<file path="src/rtl/dual_issue_scheduler_pkg.sv">
// ISA constants and decode helpers shared by the scheduler and the decode hazard unit.
package dual_issue_scheduler_pkg;

    localparam int unsigned ISA_W = 32;
    localparam int unsigned REG_W = 5;

    // Instruction field positions
    localparam int unsigned OPC_HI = 31;
    localparam int unsigned OPC_LO = 27;
    localparam int unsigned RD_HI  = 26;
    localparam int unsigned RD_LO  = 22;
    localparam int unsigned RS_HI  = 21;
    localparam int unsigned RS_LO  = 17;
    localparam int unsigned RT_HI  = 16;
    localparam int unsigned RT_LO  = 12;

    localparam logic [REG_W-1:0] REG_R0  = 5'd0;
    localparam logic [REG_W-1:0] REG_R30 = 5'd30;
    localparam logic [REG_W-1:0] REG_R31 = 5'd31;

    typedef enum logic [4:0] {
        OpR    = 5'b00000,
        OpJ    = 5'b00001,
        OpBne  = 5'b00010,
        OpJal  = 5'b00011,
        OpJr   = 5'b00100,
        OpAddi = 5'b00101,
        OpBlt  = 5'b00110,
        OpSw   = 5'b00111,
        OpLw   = 5'b01000,
        OpSetx = 5'b10101,
        OpBex  = 5'b10110
    } opcode_e;

    function automatic opcode_e opcode_of(input logic [ISA_W-1:0] insn);
        return opcode_e'(insn[OPC_HI:OPC_LO]);
    endfunction

    // Destination register; r0 means the insn writes nothing.
    function automatic logic [REG_W-1:0] dest_of(input logic [ISA_W-1:0] insn);
        case (opcode_of(insn))
            OpR, OpAddi, OpLw: return insn[RD_HI:RD_LO];
            OpJal:             return REG_R31;
            OpSetx:            return REG_R30;
            default:           return REG_R0;
        endcase
    endfunction

    function automatic logic is_control(input opcode_e opc);
        return (opc == OpJ) || (opc == OpBne) || (opc == OpJal) || (opc == OpJr) ||
               (opc == OpBlt) || (opc == OpBex);
    endfunction

    function automatic logic is_mem(input opcode_e opc);
        return (opc == OpLw) || (opc == OpSw);
    endfunction

endpackage

</file>
<file path="src/rtl/dual_issue_scheduler_if.sv">
// Fetch-side and issue-side signals of the dual-issue scheduler.
interface dual_issue_scheduler_if #(
    parameter int unsigned PC_W   = 12,
    parameter int unsigned INSN_W = 32
);
    logic              fetch_valid;
    logic [PC_W-1:0]   fetch_pc;
    logic [INSN_W-1:0] fetch_insn_a;
    logic [INSN_W-1:0] fetch_insn_b;
    logic              fetch_ready;
    logic              stall;
    logic              flush;
    logic              issue_valid_a;
    logic [INSN_W-1:0] issue_insn_a;
    logic [PC_W-1:0]   issue_pc_a;
    logic              issue_valid_b;
    logic [INSN_W-1:0] issue_insn_b;
    logic [PC_W-1:0]   issue_pc_b;
    logic [2:0]        occupancy;

    // Environment side: fetch unit and DX stage
    modport master (
        output fetch_valid, fetch_pc, fetch_insn_a, fetch_insn_b, stall, flush,
        input  fetch_ready, issue_valid_a, issue_insn_a, issue_pc_a,
        input  issue_valid_b, issue_insn_b, issue_pc_b, occupancy
    );

    // Scheduler side
    modport slave (
        input  fetch_valid, fetch_pc, fetch_insn_a, fetch_insn_b, stall, flush,
        output fetch_ready, issue_valid_a, issue_insn_a, issue_pc_a,
        output issue_valid_b, issue_insn_b, issue_pc_b, occupancy
    );
endinterface

</file>
<file path="src/rtl/dual_issue_scheduler_pair_hazard_check.sv">
// Decides whether the younger insn may issue alongside the older one in the same cycle.
module dual_issue_scheduler_pair_hazard_check
    import dual_issue_scheduler_pkg::*;
(
    input  logic [ISA_W-1:0] i_insn_a,
    input  logic [ISA_W-1:0] i_insn_b,
    output logic             o_pair_ok
);
    opcode_e          w_opc_a;
    opcode_e          w_opc_b;
    logic [REG_W-1:0] w_dest_a;
    logic [REG_W-1:0] w_dest_b;
    logic [REG_W-1:0] w_src0_b;
    logic [REG_W-1:0] w_src1_b;
    logic             w_raw;
    logic             w_waw;
    logic             w_mem;
    logic             w_unused_bits;

    assign w_opc_a  = opcode_of(i_insn_a);
    assign w_opc_b  = opcode_of(i_insn_b);
    assign w_dest_a = dest_of(i_insn_a);
    assign w_dest_b = dest_of(i_insn_b);

    // Registers read by B; r0 stands for "no source" and never matches a real dest.
    always_comb begin
        w_src0_b = REG_R0;
        w_src1_b = REG_R0;
        case (w_opc_b)
            OpR: begin
                w_src0_b = i_insn_b[RS_HI:RS_LO];
                w_src1_b = i_insn_b[RT_HI:RT_LO];
            end
            OpAddi, OpLw: w_src0_b = i_insn_b[RS_HI:RS_LO];
            OpSw, OpBne, OpBlt: begin
                w_src0_b = i_insn_b[RD_HI:RD_LO];
                w_src1_b = i_insn_b[RS_HI:RS_LO];
            end
            OpJr:    w_src0_b = i_insn_b[RD_HI:RD_LO];
            OpBex:   w_src0_b = REG_R30;
            default: ;
        endcase
    end

    assign w_raw = (w_dest_a != REG_R0) && ((w_src0_b == w_dest_a) || (w_src1_b == w_dest_a));
    assign w_waw = (w_dest_a != REG_R0) && (w_dest_a == w_dest_b);
    // One shared dmem address per pair
    assign w_mem = is_mem(w_opc_a) && is_mem(w_opc_b);

    assign o_pair_ok = !(is_control(w_opc_a) || w_raw || w_waw || w_mem);

    assign w_unused_bits = ^{i_insn_a[RS_HI:0], i_insn_b[RT_LO-1:0]};

endmodule

</file>
<file path="src/rtl/dual_issue_scheduler.sv">
// Circular insn buffer between 2-wide fetch and decode, issuing 0/1/2 insns per cycle.
module dual_issue_scheduler
    import dual_issue_scheduler_pkg::*;
#(
    parameter int unsigned BUF_DEPTH = 4,
    parameter int unsigned PC_W      = 12,
    parameter int unsigned INSN_W    = 32
) (
    input  logic                  i_clock,
    input  logic                  i_reset,
    dual_issue_scheduler_if.slave io_bus
);
    localparam int unsigned PTR_W = $clog2(BUF_DEPTH);
    localparam int unsigned CNT_W = $clog2(BUF_DEPTH + 1);

    logic [INSN_W-1:0] r_insn [BUF_DEPTH];
    logic [PC_W-1:0]   r_pc   [BUF_DEPTH];
    logic [PTR_W-1:0]  r_rd_ptr;
    logic [PTR_W-1:0]  r_wr_ptr;
    logic [CNT_W-1:0]  r_count;

    logic [PTR_W-1:0]  w_rd_ptr_next;
    logic [PTR_W-1:0]  w_wr_ptr_next;
    logic [CNT_W-1:0]  w_count_next;
    logic [PTR_W-1:0]  w_rd_ptr_b;
    logic [PTR_W-1:0]  w_wr_ptr_b;
    logic              w_fetch_ready;
    logic              w_push;
    logic              w_issue_a;
    logic              w_issue_b;
    logic              w_pair_ok;
    logic [1:0]        w_pops;

    assign w_fetch_ready = (r_count <= CNT_W'(BUF_DEPTH - 2));
    assign w_push        = io_bus.fetch_valid && w_fetch_ready && !io_bus.flush;
    assign w_rd_ptr_b    = r_rd_ptr + PTR_W'(1);
    assign w_wr_ptr_b    = r_wr_ptr + PTR_W'(1);

    dual_issue_scheduler_pair_hazard_check u_pair_check (
        .i_insn_a  (r_insn[r_rd_ptr]),
        .i_insn_b  (r_insn[w_rd_ptr_b]),
        .o_pair_ok (w_pair_ok)
    );

    assign w_issue_a = (r_count != '0) && !io_bus.stall && !io_bus.flush;
    assign w_issue_b = w_issue_a && (r_count >= CNT_W'(2)) && w_pair_ok;
    assign w_pops    = {1'b0, w_issue_a} + {1'b0, w_issue_b};

    assign io_bus.fetch_ready   = w_fetch_ready;
    assign io_bus.issue_valid_a = w_issue_a;
    assign io_bus.issue_insn_a  = r_insn[r_rd_ptr];
    assign io_bus.issue_pc_a    = r_pc[r_rd_ptr];
    assign io_bus.issue_valid_b = w_issue_b;
    assign io_bus.issue_insn_b  = r_insn[w_rd_ptr_b];
    assign io_bus.issue_pc_b    = r_pc[w_rd_ptr_b];
    assign io_bus.occupancy     = 3'(r_count);

    // Pointer/count next state; flush empties the buffer and overrides push and pop.
    always_comb begin
        w_rd_ptr_next = r_rd_ptr + PTR_W'(w_pops);
        w_wr_ptr_next = w_push ? (r_wr_ptr + PTR_W'(2)) : r_wr_ptr;
        w_count_next  = r_count + (w_push ? CNT_W'(2) : CNT_W'(0)) - CNT_W'(w_pops);
        if (io_bus.flush) begin
            w_rd_ptr_next = '0;
            w_wr_ptr_next = '0;
            w_count_next  = '0;
        end
    end

    // Pointer and count registers
    always_ff @(posedge i_clock) begin
        if (i_reset) begin
            r_rd_ptr <= '0;
            r_wr_ptr <= '0;
            r_count  <= '0;
        end else begin
            r_rd_ptr <= w_rd_ptr_next;
            r_wr_ptr <= w_wr_ptr_next;
            r_count  <= w_count_next;
        end
    end

    // Entry storage; contents need no reset since count gates their use.
    always_ff @(posedge i_clock) begin
        if (w_push) begin
            r_insn[r_wr_ptr]   <= io_bus.fetch_insn_a;
            r_pc[r_wr_ptr]     <= io_bus.fetch_pc;
            r_insn[w_wr_ptr_b] <= io_bus.fetch_insn_b;
            r_pc[w_wr_ptr_b]   <= io_bus.fetch_pc + PC_W'(1);
        end
    end

endmodule
</file>
<file path="src/flat_wrapper.sv">
// flat-port wrapper written by rule: the top's interface ports become plain ports
module dual_issue_scheduler_flat import dual_issue_scheduler_pkg::*;
#(
    parameter int unsigned BUF_DEPTH = 4,
    parameter int unsigned PC_W      = 12,
    parameter int unsigned INSN_W    = 32
)
  (i_clock, i_reset, io_bus_fetch_valid, io_bus_fetch_pc, io_bus_fetch_insn_a, io_bus_fetch_insn_b, io_bus_stall, io_bus_flush, io_bus_fetch_ready, io_bus_issue_valid_a, io_bus_issue_insn_a, io_bus_issue_pc_a, io_bus_issue_valid_b, io_bus_issue_insn_b, io_bus_issue_pc_b, io_bus_occupancy);
  dual_issue_scheduler_if #(.PC_W(PC_W), .INSN_W(INSN_W)) io_bus_i ();
  input  logic i_clock;
  input  logic i_reset;
  input wire logic [$bits(io_bus_i.fetch_valid)-1:0] io_bus_fetch_valid;
  input wire logic [$bits(io_bus_i.fetch_pc)-1:0] io_bus_fetch_pc;
  input wire logic [$bits(io_bus_i.fetch_insn_a)-1:0] io_bus_fetch_insn_a;
  input wire logic [$bits(io_bus_i.fetch_insn_b)-1:0] io_bus_fetch_insn_b;
  input wire logic [$bits(io_bus_i.stall)-1:0] io_bus_stall;
  input wire logic [$bits(io_bus_i.flush)-1:0] io_bus_flush;
  output wire logic [$bits(io_bus_i.fetch_ready)-1:0] io_bus_fetch_ready;
  output wire logic [$bits(io_bus_i.issue_valid_a)-1:0] io_bus_issue_valid_a;
  output wire logic [$bits(io_bus_i.issue_insn_a)-1:0] io_bus_issue_insn_a;
  output wire logic [$bits(io_bus_i.issue_pc_a)-1:0] io_bus_issue_pc_a;
  output wire logic [$bits(io_bus_i.issue_valid_b)-1:0] io_bus_issue_valid_b;
  output wire logic [$bits(io_bus_i.issue_insn_b)-1:0] io_bus_issue_insn_b;
  output wire logic [$bits(io_bus_i.issue_pc_b)-1:0] io_bus_issue_pc_b;
  output wire logic [$bits(io_bus_i.occupancy)-1:0] io_bus_occupancy;
  assign io_bus_i.fetch_valid = io_bus_fetch_valid;
  assign io_bus_i.fetch_pc = io_bus_fetch_pc;
  assign io_bus_i.fetch_insn_a = io_bus_fetch_insn_a;
  assign io_bus_i.fetch_insn_b = io_bus_fetch_insn_b;
  assign io_bus_i.stall = io_bus_stall;
  assign io_bus_i.flush = io_bus_flush;
  assign io_bus_fetch_ready = io_bus_i.fetch_ready;
  assign io_bus_issue_valid_a = io_bus_i.issue_valid_a;
  assign io_bus_issue_insn_a = io_bus_i.issue_insn_a;
  assign io_bus_issue_pc_a = io_bus_i.issue_pc_a;
  assign io_bus_issue_valid_b = io_bus_i.issue_valid_b;
  assign io_bus_issue_insn_b = io_bus_i.issue_insn_b;
  assign io_bus_issue_pc_b = io_bus_i.issue_pc_b;
  assign io_bus_occupancy = io_bus_i.occupancy;
  dual_issue_scheduler #(.BUF_DEPTH(BUF_DEPTH), .PC_W(PC_W), .INSN_W(INSN_W)) u_core (.i_clock(i_clock), .i_reset(i_reset), .io_bus(io_bus_i));
endmodule
</file>
<file path="config.mk">
export PLATFORM = sky130hd
export DESIGN_NAME = dual_issue_scheduler_flat
export DESIGN_NICKNAME = d
export VERILOG_FILES = /design/src/rtl/dual_issue_scheduler_pkg.sv /design/src/rtl/dual_issue_scheduler_if.sv /design/src/rtl/dual_issue_scheduler_pair_hazard_check.sv /design/src/rtl/dual_issue_scheduler.sv /design/src/flat_wrapper.sv
export SDC_FILE = /design/constraint.sdc
export NUM_CORES = 1
export LEC_CHECK = 0
export CAP_MARGIN = 20
export CORE_AREA = 2 2 133 135
export CTS_CLUSTER_DIAMETER = 50
export DETAILED_ROUTE_END_ITERATION = 8
export DIE_AREA = 0 0 135 137
export GPL_TIMING_DRIVEN = 0
export PLACE_DENSITY = 0.79
export RECOVER_POWER = 100
export SLEW_MARGIN = 10
export SYNTH_ARGS = -nofsm -noshare
export SYNTH_HDL_FRONTEND = slang
export SYNTH_SLANG_ARGS = --single-unit
</file>
<file path="constraint.sdc">
create_clock -name i_clock -period 9.58 [get_ports i_clock]
set_clock_uncertainty 0.2 [all_clocks]
set_input_delay 2.874 -clock i_clock [delete_from_list [all_inputs] [get_ports i_clock]]
set_output_delay 2.874 -clock i_clock [all_outputs]
set_load 0.1 [all_outputs]
</file>
==> results.py, run 1 <==
metrics = {
    "floorplanning": {
        "die_h_um": 137,
        "core-area_um2": 17100,
        "dieArea_um2": 18500,
        "io_pins": 175,
        "die_w_um": 135,
        "rows": 48,
        "start_util_pct": 50.9,
    },
    "setup_path": {
        "r2r_slack_ps": 3580,
        "path_class": "in2out",
        "reg2reg_to": "u_core.r_pc[0][5]",
        "start_kind": "input pin",
        "r2r_cells": 6,
        "crit_buf_inv": 2,
        "cp_max_fo": 2,
        "cp_slowest_stage_delay_ps": 1260,
        "cp_cell_sequence": "dlygate4sd3_1 > nor4_1 > o41ai_1 > a21oi_1 > dlygate4sd3_1",
        "cp-end-kind": "output port",
        "cp_common_cell": "dlygate4sd3_1",
        "arrival_ps": 5540,
        "r2r-start": "u_core.io_bus.occupancy[1]",
        "cp.depth": 5,
        "critPathRequiredTime_ps": 6510,
        "cp_slowest_cell": "dlygate4sd3_1",
        "crit_family": "buffers and inverters",
    },
    "status": {
        "outcome": "finished with violations",
        "violations": "capacitance limit, slew limit",
    },
    "hold_path": {
        "hp-class": "reg2reg",
        "hold_end": "u_core.r_wr_ptr[1]",
        "whs_path_depth": 2,
        "min_from": "u_core.r_wr_ptr[1]",
    },
    "yosys": {
        "synthXorXnorAreaFrac_pct": 2.52,
        "synthSimpleGateAreaFrac_pct": 5.07,
        "synth-seq-cells": 182,
        "syn_inst": 462,
        "yosysWarnings": 0,
        "synth_area_um2": 8680,
        "syn_nets": 549,
        "synth_flop_cell": "edfxtp_1",
        "synth_compound_area_share_pct": 3.49,
        "yosysSeqAreaShare_pct": 62.3,
        "synth_cell_types": 54,
        "synthMuxAreaShare_pct": 23.4,
        "synth.avg_cell_area_um2": 18.8,
        "synth-adder-area-share_pct": 0.952,
        "synth_top_family_by_area": "multiplexers",
        "synth_async_sr_flop_share_pct": 0,
        "synth-edff-count": 176,
    },
    "detailed_routing": {
        "ant_nets": 0,
        "drc": 0,
        "drt_iter0_drc": 345,
        "wl_per_cell_um": 22.5,
        "drt_first_pass_iters": 7,
        "routed_wl_mm": 20.2,
        "avgViaCountPerCell": 6.05,
        "num_vias": 5446,
    },
    "placement": {
        "io_buffer_count": 173,
        "dp_slack_ps": 1140,
        "dp_hpwl_mm": 14.6,
        "gp_congestion": 0.863,
        "placed_cells": 864,
    },
    "layout": {
        "most-common-layout-cells": "edfxtp_1 (176), dlygate4sd3_1 (171), mux4_2 (87)",
        "syn2layout_area_growth_pct": 30.7,
        "layout.cells.non_filler": 900,
        "layout_commonest_cell": "edfxtp_1",
        "drive_gt1_share_pct": 21.0,
        "fill_cells": 1182,
        "final_nets": 746,
    },
    "global_routing": {
        "grt.total_usage_pct": 22.7,
        "antenna_found_initial": 7,
        "grt_pass1_wl_mm": 31.0,
        "grt_pass1_vias": 5646,
        "grt_max_degree": 63,
        "gr-total-overflow": 0,
    },
    "clock_network": {
        "clock-sinks": 182,
        "clockBufferDepth": 2,
        "cts_resized": 0,
        "clock_latency_ps": 420,
        "postCtsSetupBuffers": 0,
        "clockRootBuffer": "clkbuf_16",
        "hold_buffers": 0,
        "cts_buffers": 17,
        "htreeDepth": 4,
        "clkTransAtPathRegs_ps": 70,
        "cts_tree": "yes",
    },
    "pwr": {
        "total_power_mw": 2.16,
        "cellPowerDensity_nw_per_um2": 191,
        "p_leak_nw": 3.63,
        "peakVddDrop_mv": 0.138,
    },
    "timing": {
        "slew_headroom_pct": -135,
        "final_max_slew_viol_count": 137,
        "worst_pin_slew_ps": 3530,
        "rsz0062_at_grt": "false",
        "fmax_mhz": 116,
        "hold_viol_final": 0,
        "period_share_pct": 90.0,
        "fin_crit_ps": 8620,
        "setup_viol": 0,
        "fin_ws_ps": 961,
    },
    "flow_run": {
        "cap_violations": 4,
    },
}
[area by class of cell]
class                           count  area, um^2  share of cell area, %
Inverter                            7        26.3                  0.232
Antenna cell                        3        7.51                 0.0662
Clock buffer                       17         425                   3.75
Tap cell                          225         282                   2.48
Multi-Input combinational cell    244        3070                   27.1
Clock inverter                     15         188                   1.66
Timing Repair Buffer              178        1760                   15.5
Buffer                             29         175                   1.54
Sequential cell                   182        5410                   47.7
[state kept, by name (all words and copies together) (netlist names)]
signal / flops
u_core.r_pc: 48
u_core.r_insn: 128
u_core.io_bus.occupancy: 3
u_core.r_rd_ptr: 2
u_core.r_wr_ptr: 1
[cells by family after synthesis]
family                     Yosys count
AOI/OAI and AO/OA                   41
xor gates and xnor gates            25
adders and majority gates            6
buffers and inverters               36
DFF                                182
muxes                               92
and+or+nand+nor                     80
[worst register-to-register path: cells and delay by family (launching register included)]
kind | cells | cell delay [ps]
buffers and inverters | 3 | 3360
AO/OA/AOI/OAI | 1 | 160
AND/OR/NAND/NOR | 2 | 1530
flip-flops | 1 | 350
[cells in the mapped netlist, drive strengths merged (3+ instances only)]
cell,n,area [um^2]
mux2i,3,30.0
nand2,11,41.3
xnor2,18,158
xor2,7,61.3
clkbuf,10,37.5
edfxtp,176,5290
ha,5,62.6
inv,7,26.3
dfxtp,6,120
nand4,4,25.0
or3,4,25.0
nor2,20,75.1
and3b,3,26.3
nor3b,6,50.1
or2,4,27.5
a21oi,8,40.0
buf,19,138
o21bai,3,22.5
mux4,88,1990
nand3,4,20.0
a221oi,4,35.0
a22oi,7,52.6
nand2b,3,18.8
o21ai,6,30.0
nor3,10,55.1
[how the worst max path moves through the flow]
| stage | from | endpoint | slack (ps) |
|---|---|---|---|
| 2_1_floorplan | io_bus_flush | io_bus_issue_valid_a | 1170 |
| 3_3_place_gp | io_bus_fetch_valid | u_core.r_pc[0][0] | -650 |
| 3_5_place_dp | io_bus_stall | io_bus_issue_valid_b | 1140 |
| 4_1_cts | io_bus_stall | io_bus_issue_valid_b | 1150 |
| 5_1_grt | io_bus_fetch_valid | u_core.r_pc[1][11] | 610 |
| 6_report | io_bus_stall | io_bus_issue_valid_b | 960 |
[through the flow]
stage | setup TNS [ps] | cell area, um^2 | hold WS, ps | utilization, %
CTS | 0 | 11400 | 397 | 66.9
detailed placement | 0 | 10800 | 374 | 63.3
floorplan | 0 | 8680 | 327 | -
global placement | -56250 | 10700 | 344 | 62.7
finish | 0 | 11300 | 356 | 66.5
global route | 0 | 11300 | 400 | 66.5
[power breakdown]
part	leakage (nW)	switching [mW]	internal, mW
Sequential	1.66	0.0147	0.912
Clock	0.291	0.318	0.397
Combinational	1.68	0.381	0.140
[layer usage]
metal  GRT usage, %  vias up  part of all wire (%)
met5              0        -                  0.27
li1               -     2356                     -
met1           27.8     2795                    37
met4           6.08        8                   1.8
met3           8.19       36                   9.2
met2           38.6      251                    52
Note: power is estimated with default switching activity, not from simulation.
==> run 2: changes to the inputs <==
--- a/config.mk
+++ b/config.mk
@@ -6,14 +6,16 @@
 export NUM_CORES = 1
 export LEC_CHECK = 0
 export CAP_MARGIN = 20
-export CORE_AREA = 2 2 133 135
+export CORE_AREA = 2 2 134 136
 export CTS_CLUSTER_DIAMETER = 50
 export DETAILED_ROUTE_END_ITERATION = 8
-export DIE_AREA = 0 0 135 137
+export DIE_AREA = 0 0 136 138
 export GPL_TIMING_DRIVEN = 0
 export PLACE_DENSITY = 0.79
 export RECOVER_POWER = 100
+export SKIP_CTS_REPAIR_TIMING = 1
 export SLEW_MARGIN = 10
 export SYNTH_ARGS = -nofsm -noshare
 export SYNTH_HDL_FRONTEND = slang
+export SYNTH_HIERARCHICAL = 1
 export SYNTH_SLANG_ARGS = --single-unit
==> constraint.sdc (replaced) <==
create_clock -name i_clock -period 9.58 [get_ports i_clock]
set_clock_uncertainty 0.2 [all_clocks]
set_input_delay 2.874 -clock i_clock [delete_from_list [all_inputs] [get_ports i_clock]]
set_output_delay 2.874 -clock i_clock [all_outputs]
set_load 0.005 [all_outputs]
==> results.py, run 2 <==
metrics = {
    "timing": {
        "slew_headroom_pct": -139,
        "final_max_slew_viol_count": 115,
        "fin_ws_ps": 1220,
        "fmax_mhz": 120,
        "fin_crit_ps": 8360,
        "hold_viol_final": 0,
        "period_share_pct": 87.2,
        "rsz0062_at_grt": "false",
        "setup_viol": 0,
        "worst_pin_slew_ps": 3580,
    },
    "global_routing": {
        "grt_max_degree": 63,
        "grt.total_usage_pct": 23.1,
        "antenna_found_initial": 3,
        "grt_pass1_wl_mm": 32.6,
        "grt_pass1_vias": 5964,
        "gr-total-overflow": 0,
    },
    "yosys": {
        "synth_async_sr_flop_share_pct": 0,
        "syn_inst": 480,
        "yosysWarnings": 6,
        "synth_common_cells": "edfxtp_1 (176), mux4_2 (88), nor2_1 (22)",
        "synth_area_um2": 8880,
        "synth-seq-cells": 182,
        "synth.avg_cell_area_um2": 18.5,
        "yosysSeqAreaShare_pct": 60.9,
        "syn_nets": 567,
        "synthTopCellsByArea": "edfxtp_1 (60%), mux4_2 (22%), buf_6 (1.8%), xnor2_1 (1.6%), dfxtp_1 (1.4%)",
        "synth_cell_types": 60,
        "yosysTopAreaCell": "edfxtp_1",
        "synth-edff-count": 176,
        "synth_flop_cell": "edfxtp_1",
        "synth_top_area_share_pct": 59.5,
        "synth.most_common_cell": "edfxtp_1",
    },
    "hold_path": {
        "hp-class": "reg2reg",
    },
    "setup_path": {
        "start_kind": "register",
        "path_class": "reg2out",
        "cp_max_fo": 10,
        "cp-end-kind": "output port",
        "cp_slowest_cell": "dlygate4sd3_1",
        "cp_cell_sequence": "buf_6 > buf_6 > clkbuf_1 > mux4_2 > clkbuf_1 > and3b_1 > o21ai_0 > o21a_1 > mux2_2 > a32oi_1 > o22ai_1 > a211oi_1 > nor4b_1 > dlygate4sd3_1",
        "critPathRequiredTime_ps": 6510,
        "arrival_ps": 5280,
        "cp_slowest_stage_delay_ps": 630,
    },
    "floorplanning": {
        "dieArea_um2": 18800,
        "io_pins": 175,
        "rows": 49,
        "die_h_um": 138,
        "start_util_pct": 50.6,
        "core-area_um2": 17500,
        "die_w_um": 136,
    },
    "clock_network": {
        "clockRootBuffer": "clkbuf_16",
        "htreeDepth": 4,
        "clkTransAtPathRegs_ps": 60,
        "clock_latency_ps": 420,
        "clockBufferDepth": 2,
        "clock-sinks": 182,
        "cts_tree": "yes",
        "cts_buffers": 17,
    },
    "pwr": {
        "peakVddDrop_mv": 0.130,
        "power.internal_mw": 1.40,
        "cellPowerDensity_nw_per_um2": 160,
        "p_leak_nw": 3.67,
        "p_clk_share_pct": 35.9,
        "p_sw_share_pct": 23.3,
        "p_seq_share_pct": 50.4,
        "p_comb_share_pct": 13.6,
        "p_sw_mw": 0.426,
    },
    "layout": {
        "syn2layout_area_growth_pct": 28.5,
        "largest_reg_flops": 128,
        "layout_commonest_cell": "edfxtp_1",
        "final_nets": 764,
        "regMostFlops": "u_core/r_insn",
        "most-common-layout-cells": "edfxtp_1 (176), dlygate4sd3_1 (158), mux4_2 (88)",
        "layout.cells.non_filler": 920,
        "drive_gt1_share_pct": 21.2,
    },
    "detailed_routing": {
        "num_vias": 5591,
        "drc": 0,
        "avgViaCountPerCell": 6.08,
        "drt_iter0_drc": 427,
        "routed_wl_mm": 20.9,
        "wl_per_cell_um": 22.8,
        "drt_first_pass_iters": 6,
        "ant_nets": 0,
    },
    "placement": {
        "io_buffer_count": 174,
        "dp_hpwl_mm": 15.2,
        "gp_congestion": 0.877,
        "placed_cells": 887,
        "dp_slack_ps": 2160,
    },
    "status": {
        "outcome": "finished with violations",
        "violations": "capacitance limit, slew limit",
    },
    "flow_run": {
        "cap_violations": 3,
    },
}
[run 2: changes by cell type after synthesis, sizes merged, moves of 4 or more]
cell    delta
nor3       -5
inv       +12
a21oi      +4
nor3b      -5
a221oi     -4
buf        +7
or3        -4
clkbuf     -8
[run 2: layout make-up]
type                    instances  area, um^2
fillers                      1246        6120
flip-flops and latches        182        5410
multi-input cells             251        3150
repair buffers                178        1760
clock buffers                  18         429
well taps                     229         287
plain buffers                  28         188
clock inverters                14         124
inverters                      19        72.6
diodes                          1        2.50
[run 2: per-layer routing]
layer / wire length [um] / track usage (%)
met1: 7890 / 29.4
met2: 11100 / 39.7
met3: 1660 / 5.54
met4: 283 / 6.09
met5: 24 / 0
[run 2: per-stage QoR]
stage / total power, mW / util [%] / cell area (um^2) / hold WS (ps) / setup TNS (ps)
5_1_grt: 1.89 / 65.1 / 11400 / 408 / 0
4_1_cts: 1.87 / 66.0 / 11600 / 375 / 0
3_5_place_dp: 1.21 / 62.9 / 11000 / 365 / 0
3_3_place_gp: 1.20 / 62.2 / 10900 / 327 / -23270
2_1_floorplan: 1.07 / - / 8880 / 315 / 0
6_report: 1.83 / 65.1 / 11400 / 360 / 0
[run 2: path summary, 6_finish.rpt]
kind / start / to / slack [ps] / depth (start not counted)
max: u_core/r_rd_ptr[1] / io_bus_issue_valid_b / 1220 / 14
min: u_core/io_bus.occupancy[2] / u_core/io_bus.occupancy[2] / 360 / 2
max reg2reg: u_core/r_rd_ptr[1] / u_core/io_bus.occupancy[2] / 3720 / 20
min reg2reg: u_core/io_bus.occupancy[2] / u_core/io_bus.occupancy[2] / 360 / 2
[run 2: cells by family (layout without fill, tap and decap cells)]
family / Yosys count / after routing / share of synthesized area (%)
flops: 182 / 182 / 60.9
other cells: 0 / 1 / 0
mux: 92 / 92 / 22.8
fa+ha+maj: 8 / 8 / 1.16
simple gates: 74 / 74 / 4.68
buf+inv: 47 / 257 / 3.56
compound gates: 52 / 52 / 4.44
xor+xnor: 25 / 25 / 2.47
[run 2: critical path: cells and delay by family (launching register included)]
kind	cells	cell delay (ps)
buf+inv	5	1800
compound gates	5	1270
mux	2	790
simple gates	2	660
flops	1	350
[run 2: power groups by stage]
stage | clock network [mW] | logic (mW) | registers, mW
after global routing | 0.700 | 0.268 | 0.925
after CTS | 0.671 | 0.275 | 0.919
after floorplan | 0 | 0.132 | 0.934
after detailed placement | 0 | 0.273 | 0.937
final | 0.657 | 0.249 | 0.922
after global placement | 0 | 0.264 | 0.937
